<file path="src/rtl/spi_master_m3_if.sv">
// Parallel-side handshake and serial SPI pins of the mode-3 master, grouped so the
// master and its host or bus model connect through one port.
interface spi_master_m3_if;
    logic        start;
    logic [15:0] tdata;
    logic        miso;
    logic        busy;
    logic        done;
    logic [15:0] rdata;
    logic        ss;
    logic        sck;
    logic        mosi;

    modport master (
        input  start, tdata, miso,
        output busy, done, rdata, ss, sck, mosi
    );

    modport slave (
        output start, tdata, miso,
        input  busy, done, rdata, ss, sck, mosi
    );
endinterface

</file>
<file path="src/rtl/spi_master_m3.sv">
// 16-bit SPI mode-3 master (CPOL=1, CPHA=1): one word out on mosi and one word in
// from miso per accepted start. The sck half-period is CLK_DIV clk cycles.
module spi_master_m3 #(
    parameter int unsigned CLK_DIV = 4,
    parameter bit          MLB     = 1'b1
) (
    input  logic            clk,
    input  logic            rstb,
    spi_master_m3_if.master bus
);
    typedef enum logic [2:0] {IDLE, SETUP, LOW, HIGH, HOLD, GAP} state_t;

    localparam logic [7:0] DIV_LAST = 8'(CLK_DIV - 1);

    state_t      state, state_n;
    logic [7:0]  div, div_n;
    logic [4:0]  cnt, cnt_n;
    logic [15:0] tx, tx_n, rx, rx_n;
    logic [15:0] rdata_r, rdata_n;
    logic        sck_r, sck_n, mosi_r, mosi_n, ss_r, ss_n;
    logic        busy_r, busy_n, done_r, done_n;
    logic        tick;
    logic [15:0] tx_shift;

    function automatic logic first_bit(input logic [15:0] w);
        return MLB ? w[15] : w[0];
    endfunction

    // Received bits enter at the end opposite to the one transmitted first.
    function automatic logic [15:0] rx_insert(input logic [15:0] w, input logic b);
        return MLB ? {w[14:0], b} : {b, w[15:1]};
    endfunction

    assign tick     = (div == DIV_LAST);
    assign tx_shift = MLB ? {tx[14:0], 1'b1} : {1'b1, tx[15:1]};

    always_comb begin
        state_n = state;
        div_n   = tick ? 8'd0 : div + 8'd1;
        cnt_n   = cnt;
        tx_n    = tx;
        rx_n    = rx;
        rdata_n = rdata_r;
        sck_n   = sck_r;
        mosi_n  = mosi_r;
        ss_n    = ss_r;
        busy_n  = busy_r;
        done_n  = 1'b0;
        unique case (state)
            IDLE: begin
                div_n = 8'd0;
                if (bus.start) begin
                    state_n = SETUP;
                    tx_n    = bus.tdata;
                    rx_n    = 16'h0000;
                    cnt_n   = 5'd0;
                    ss_n    = 1'b0;
                    busy_n  = 1'b1;
                end
            end
            SETUP: begin
                if (tick) begin
                    state_n = LOW;
                    sck_n   = 1'b0;
                    mosi_n  = first_bit(tx);
                end
            end
            LOW: begin
                if (tick) begin
                    state_n = HIGH;
                    sck_n   = 1'b1;
                    rx_n    = rx_insert(rx, bus.miso);
                    cnt_n   = cnt + 5'd1;
                end
            end
            HIGH: begin
                if (tick) begin
                    if (cnt == 5'd16) begin
                        state_n = HOLD;
                    end else begin
                        state_n = LOW;
                        sck_n   = 1'b0;
                        tx_n    = tx_shift;
                        mosi_n  = first_bit(tx_shift);
                    end
                end
            end
            HOLD: begin
                if (tick) begin
                    state_n = GAP;
                    ss_n    = 1'b1;
                    mosi_n  = 1'b1;
                    rdata_n = rx;
                    done_n  = 1'b1;
                end
            end
            GAP: begin
                // Keeps ss high for at least one half-period between frames.
                if (tick) begin
                    state_n = IDLE;
                    busy_n  = 1'b0;
                end
            end
            default: state_n = IDLE;
        endcase
    end

    always_ff @(posedge clk or negedge rstb) begin
        if (!rstb) begin
            state   <= IDLE;
            div     <= 8'd0;
            cnt     <= 5'd0;
            tx      <= 16'h0000;
            rx      <= 16'h0000;
            rdata_r <= 16'h0000;
            sck_r   <= 1'b1;
            mosi_r  <= 1'b1;
            ss_r    <= 1'b1;
            busy_r  <= 1'b0;
            done_r  <= 1'b0;
        end else begin
            state   <= state_n;
            div     <= div_n;
            cnt     <= cnt_n;
            tx      <= tx_n;
            rx      <= rx_n;
            rdata_r <= rdata_n;
            sck_r   <= sck_n;
            mosi_r  <= mosi_n;
            ss_r    <= ss_n;
            busy_r  <= busy_n;
            done_r  <= done_n;
        end
    end

    assign bus.sck   = sck_r;
    assign bus.mosi  = mosi_r;
    assign bus.ss    = ss_r;
    assign bus.busy  = busy_r;
    assign bus.done  = done_r;
    assign bus.rdata = rdata_r;
endmodule

</file>
<file path="src/flat_wrapper.sv">
// flat-port wrapper written by rule: the top's interface ports become plain ports
module spi_master_m3_flat 
#(
    parameter int unsigned CLK_DIV = 4,
    parameter bit          MLB     = 1'b1
)
  (clk, rstb, bus_start, bus_tdata, bus_miso, bus_busy, bus_done, bus_rdata, bus_ss, bus_sck, bus_mosi);
  spi_master_m3_if bus_i ();
  input  logic clk;
  input  logic rstb;
  input wire logic [$bits(bus_i.start)-1:0] bus_start;
  input wire logic [$bits(bus_i.tdata)-1:0] bus_tdata;
  input wire logic [$bits(bus_i.miso)-1:0] bus_miso;
  output wire logic [$bits(bus_i.busy)-1:0] bus_busy;
  output wire logic [$bits(bus_i.done)-1:0] bus_done;
  output wire logic [$bits(bus_i.rdata)-1:0] bus_rdata;
  output wire logic [$bits(bus_i.ss)-1:0] bus_ss;
  output wire logic [$bits(bus_i.sck)-1:0] bus_sck;
  output wire logic [$bits(bus_i.mosi)-1:0] bus_mosi;
  assign bus_i.start = bus_start;
  assign bus_i.tdata = bus_tdata;
  assign bus_i.miso = bus_miso;
  assign bus_busy = bus_i.busy;
  assign bus_done = bus_i.done;
  assign bus_rdata = bus_i.rdata;
  assign bus_ss = bus_i.ss;
  assign bus_sck = bus_i.sck;
  assign bus_mosi = bus_i.mosi;
  spi_master_m3 #(.CLK_DIV(CLK_DIV), .MLB(MLB)) u_core (.clk(clk), .rstb(rstb), .bus(bus_i));
endmodule
</file>
<file path="config.mk">
export PLATFORM = sky130hd
export DESIGN_NAME = spi_master_m3_flat
export DESIGN_NICKNAME = d
export VERILOG_FILES = /design/src/rtl/spi_master_m3_if.sv /design/src/rtl/spi_master_m3.sv /design/src/flat_wrapper.sv
export SDC_FILE = /design/constraint.sdc
export NUM_CORES = 1
export LEC_CHECK = 0
export ABC_CLOCK_PERIOD_IN_PS = 4200
export BUFFER_PORTS_ARGS = -buffer_cell sky130_fd_sc_hd__buf_2
export CORE_ASPECT_RATIO = 1.75
export CORE_MARGIN = 4
export CORE_UTILIZATION = 40
export DETAILED_ROUTE_END_ITERATION = 16
export PLACE_DENSITY = 0.69
export SKIP_LAST_GASP = 1
export SYNTH_ARGS = -nofsm -noshare
export SYNTH_HDL_FRONTEND = slang
export SYNTH_SLANG_ARGS = --single-unit
</file>
<file path="constraint.sdc">
create_clock -name clk -period 4.2 [get_ports clk]
set_clock_uncertainty 0.05 [all_clocks]
set_input_delay 0.42 -clock clk [delete_from_list [all_inputs] [get_ports clk]]
set_output_delay 0.42 -clock clk [all_outputs]
set_load 0.05 [all_outputs]
</file>
Yosys cells after proc, flatten, opt, wreduce, memory -nomap -nowiden

Cells that the tools add are included.

$add $sub $neg: 2
Eq/ne operators: 14
Multiplexer cells: 35
Reductions and logical operators: 15

Operators by type and width:

| kind                | count |
|---|---|
| $mux 16             | 5 |
| $pmux 16 s2         | 2 |
| $mux 3              | 7 |
| $pmux 3 s6          | 1 |
| $mux 8              | 2 |
| $mux 1              | 11 |
| $mux 5              | 2 |
| $ne 2x1->1 const B  | 5 |
| $pmux 5 s2          | 1 |
| $reduce_and 5->1    | 2 |
| $reduce_and 3->1    | 3 |
| $add 8x1->8 const B | 1 |
| $eq 8x2->1 const B  | 1 |
| $reduce_bool 2->1   | 4 |
| $eq 3x2->1 const B  | 2 |
| $eq 3x3->1 const B  | 2 |
| $pmux 1 s3          | 2 |
| $reduce_and 6->1    | 1 |
| $reduce_bool 3->1   | 2 |
| $add 5x1->5 const B | 1 |
| $eq 5x5->1 const B  | 1 |
| $ne 2x2->1 const B  | 2 |
| $pmux 1 s2          | 2 |
| $reduce_and 4->1    | 1 |
| 3 further kinds     | 3 |

Bits in registers: 69
Bits of input ports: 20
Output and inout port bits: 21
Word-level logic and storage cells: 77

Depth between registers and ports, before layout

Depth in word-level cells: 4
Gate-level depth with buffers: 7
Mapped depth without buffers: 6

Worst setup path before layout

Ideal clock, no wire load.

Kind: register -> register
From: register u_core.div[0]
To: register u_core.tx[10]
Setup time: 0.125 ns
Arrival time: 2.154 ns
Required time: 4.025 ns
Setup slack: 1.871 ns
Stages on the path, launching flop included: 7
Buffers on the path: 1
Period minus slack after synthesis: 2.329 ns
Path through: dfrtp_1 -> ha_1 -> or3b_2 -> or2_2 -> a21oi_4 -> buf_12 -> mux2_4

Longest elaborated chain between the ends: 3

RTL lines:

| what                              | line                 | RTL |
|---|---|---|
| start: declaration                | spi_master_m3.sv:16  | `logic [7:0] div, div_n;` |
| start signal: assignment          | spi_master_m3.sv:123 | `div <= div_n;` |
| $eq 8x2->1                        | spi_master_m3.sv:34  | `assign tick = (div == DIV_LAST);` |
| $ne 2x1->1 (no source line)       | n/a                  |  |
| $reduce_and 4->1 (no source line) | n/a                  |  |
| end signal: assignment            | spi_master_m3.sv:125 | `tx <= tx_n;` |
| end: declaration                  | spi_master_m3.sv:18  | `logic [15:0] tx, tx_n, rx, rx_n;` |

No other way between the ends.
A chain may end at the register's enable or synchronous reset.

Worst setup path after layout

From: register u_core.state[1]
To: register u_core.tx[1]

Longest elaborated chain between the ends: 3
Elaborated cells between the ends (all ways): 8
Those cells by class: eq/ne: 4; mux: 1; reduce/logical: 3

RTL lines:

| what                                                 | line                 | RTL |
|---|---|---|
| start: declaration                                   | spi_master_m3.sv:15  | `state_t state, state_n;` |
| start signal: assignment                             | spi_master_m3.sv:122 | `state <= state_n;` |
| $eq 3x2->1 / $logic_not 3->1 (equally long branches) | spi_master_m3.sv:49  | `unique case (state)` |
| $ne 2x1->1 (no source line) (tied with other cells)  | n/a                  |  |
| $reduce_and 4->1 (no source line)                    | n/a                  |  |

Several ways; a longest one is shown, not always the timed one.

==> flow_metrics.env <==
export IMPL_status="completed"
export IMPL_cts_resized=0
export IMPL_ant_nets=0
export IMPL_power_leakage_nw=1.75
export IMPL_clk_latency_ps=330
export IMPL_place_congestion=0.916
export IMPL_r2r_end="u_core.tx[1]"
export IMPL_irDropWorstVdd_v=0.000301
export IMPL_path_clk_slew_ps=50
export IMPL_fmax_mhz=329
export IMPL_die_area_um2=9460
export IMPL_reg2reg_depth=4
export IMPL_synth_seq_area_share=0.546
export IMPL_maxCapViolations=0
export IMPL_slew_headroom=0.321
export IMPL_cts_root_buffer="clkbuf_16"
export IMPL_die_h_um=126
export IMPL_ios=41
export IMPL_worst_setup_path_end_kind="register"
export IMPL_layout_drive_gt1_share=0.363
export IMPL_antennaDiodeCount=0
export IMPL_synth_area_per_cell_um2=11.9
export IMPL_grt_pass1_vias=2111
export IMPL_synth_fp_nets=289
export IMPL_grt_total_usage=0.140
export IMPL_finalHoldViolCount=0
export IMPL_grt_overflow_total=0
export IMPL_start_kind="register"
export IMPL_synthDistinctLibCells=42
export IMPL_rsz0062_at_grt="false"
export IMPL_instances_no_fill=399
export IMPL_dr_pass1_iters=4
export IMPL_cp_arrival_ps=3200
export IMPL_htreeDepth=3
export IMPL_placed_cells=383
export IMPL_cts_buffers=9
export IMPL_grt_pass1_wl_um=10100
export IMPL_tritoncts="done"
export IMPL_hold_class="in -> async"
export IMPL_grt_start_max_net_pins=40
export IMPL_core_area_um2=7620
export IMPL_area_growth_pct=17.8
export IMPL_ys_warn_count=0
export IMPL_path_class="reg -> reg"
export IMPL_synth_cells=266
export IMPL_period_needed_ps=3040
export IMPL_final_cell_mix="dfrtp_1 (66), buf_2 (40), nand2_1 (39)"
export IMPL_viasPerCell=5.20
export IMPL_antenna_found_initial=0
export IMPL_layout_cells_most_common="dfrtp_1"
export IMPL_finalMaxSlewViolations=0
export IMPL_tightest_slew_ps=1020
export IMPL_port_buffers=40
export IMPL_dpl_hpwl_um=4060
export IMPL_fp_row_count=42
export IMPL_synth_seq_cells=69
export IMPL_required_ps=4360
export IMPL_drt_wl_total_um=5930
export IMPL_cts_buffer_depth=2
export IMPL_route_vias_total=2074
export IMPL_post_cts_setup_buffers=0
export IMPL_drtIter0Drc=153
export IMPL_avgRoutedWirePerCell_um=14.9
export IMPL_clock_sinks=69
export IMPL_start_util=0.416
export IMPL_critPathMaxFanout=25
export IMPL_setup_viol_count_final=0
export IMPL_finalCritPeriodShare=0.724
export IMPL_drc=0
export IMPL_nNetsFinal=329
export IMPL_tns_ps=0
export IMPL_syn_area_um2=3170
export IMPL_timing_rr_start="u_core.state[1]"
export IMPL_die_w_um=75.3
export IMPL_cts_hold_buf=0
export IMPL_powerDensity_nw_per_um2=661
export IMPL_rrSetupSlack_ps=1160
[cells in the mapped netlist (all sizes together)]
library cell / number / area, um2
a21o: 1 / 7.51
and3: 3 / 20.0
a211oi: 1 / 7.51
mux2: 47 / 589
o21ai: 21 / 105
nand2: 39 / 146
or4: 1 / 11.3
a21oi: 4 / 31.3
inv: 4 / 15.0
nor2b: 3 / 18.8
dfstp: 3 / 78.8
nor2: 14 / 52.6
nor4: 1 / 21.3
or4b: 1 / 10.0
and4: 1 / 8.76
and2: 1 / 6.26
a31oi: 2 / 12.5
xnor2: 1 / 8.76
nor4b: 1 / 8.76
xor2: 5 / 43.8
nand3b: 1 / 7.51
mux2i: 5 / 50.1
or2: 1 / 6.26
o2bb2ai: 1 / 8.76
clkbuf: 8 / 30.0
nor4bb: 1 / 10.0
dfrtp: 66 / 1650
ha: 3 / 37.5
nand2b: 2 / 12.5
nor3: 5 / 25.0
buf: 5 / 43.8
or3b: 1 / 8.76
o22a: 1 / 8.76
nand3: 10 / 50.1
nor3b: 1 / 7.51
or3: 1 / 6.26
[where the power goes]
part	internal [mW]	switching, mW
clock	0.507	0.271
sequential	0.871	0.173
combinational	0.343	0.302
[routing by layer]
layer,wire (um),global-route usage
met5,0,0
met4,156,0.0772
met3,289,0.0383
met1,2420,0.171
met2,3070,0.220
[state kept, by name, summed over array words and instances (netlist names)]
| name | cells |
|---|---|
| u_core.tx | 16 |
| u_core.bus.busy | 1 |
| u_core.bus.rdata | 16 |
| u_core.bus.done | 1 |
| u_core.cnt | 5 |
| u_core.bus.ss | 1 |
| u_core.div | 8 |
| u_core.state | 3 |
| u_core.bus.mosi | 1 |
| u_core.rx | 16 |
| u_core.bus.sck | 1 |
[cell families (layout without fill, tap and decap cells)]
| kind of cell | after synthesis | in the layout | synth area share |
|---|---|---|---|
| flops | 69 | 69 | 0.546 |
| simple gates | 88 | 88 | 0.138 |
| buf+inv | 17 | 62 | 0.0280 |
| fa+ha+maj | 3 | 3 | 0.0118 |
| compound gates | 31 | 31 | 0.0573 |
| xor+xnor | 6 | 6 | 0.0166 |
| mux | 52 | 52 | 0.202 |
[how the worst max path moves through the flow]
stage / from / to / slack (ps)
3_5_place_dp: u_core.state[1] / u_core.tx[15] / 1160
6_report: u_core.state[1] / u_core.tx[1] / 1160
2_1_floorplan: u_core.div[0] / u_core.tx[10] / 1870
3_3_place_gp: u_core.state[0] / u_core.tx[5] / 1180
5_1_grt: u_core.state[1] / u_core.tx[15] / 990
4_1_cts: u_core.state[1] / u_core.tx[15] / 1150
[through the flow]
step	setup WS, ps	power, mW	area [um2]	hold WS, ps	util
4_1_cts	1150	2.49	3730	90.3	0.490
2_1_floorplan	1870	1.55	3170	74.4	-
3_5_place_dp	1160	1.71	3420	420	0.449
5_1_grt	992	2.62	3730	128	0.490
3_3_place_gp	1180	1.66	3420	403	0.449
6_report	1160	2.47	3730	70.6	0.490
[critical path: stages (launching register included)]
cell	delay (ps)
dfrtp_1	500
or4b_1	980
mux2_2	460
a21oi_4	510
mux2_2	410
[final cells by class]
class,instances,area (um2)
clock buffers,13,270
clock inverters,3,42.5
fillers,672,3890
inverters,4,15.0
multi-input cells,180,1350
flip-flops and latches,69,1730
well taps,88,110
repair buffers,42,215
No activity file was read; power rests on OpenSTA's default activity.
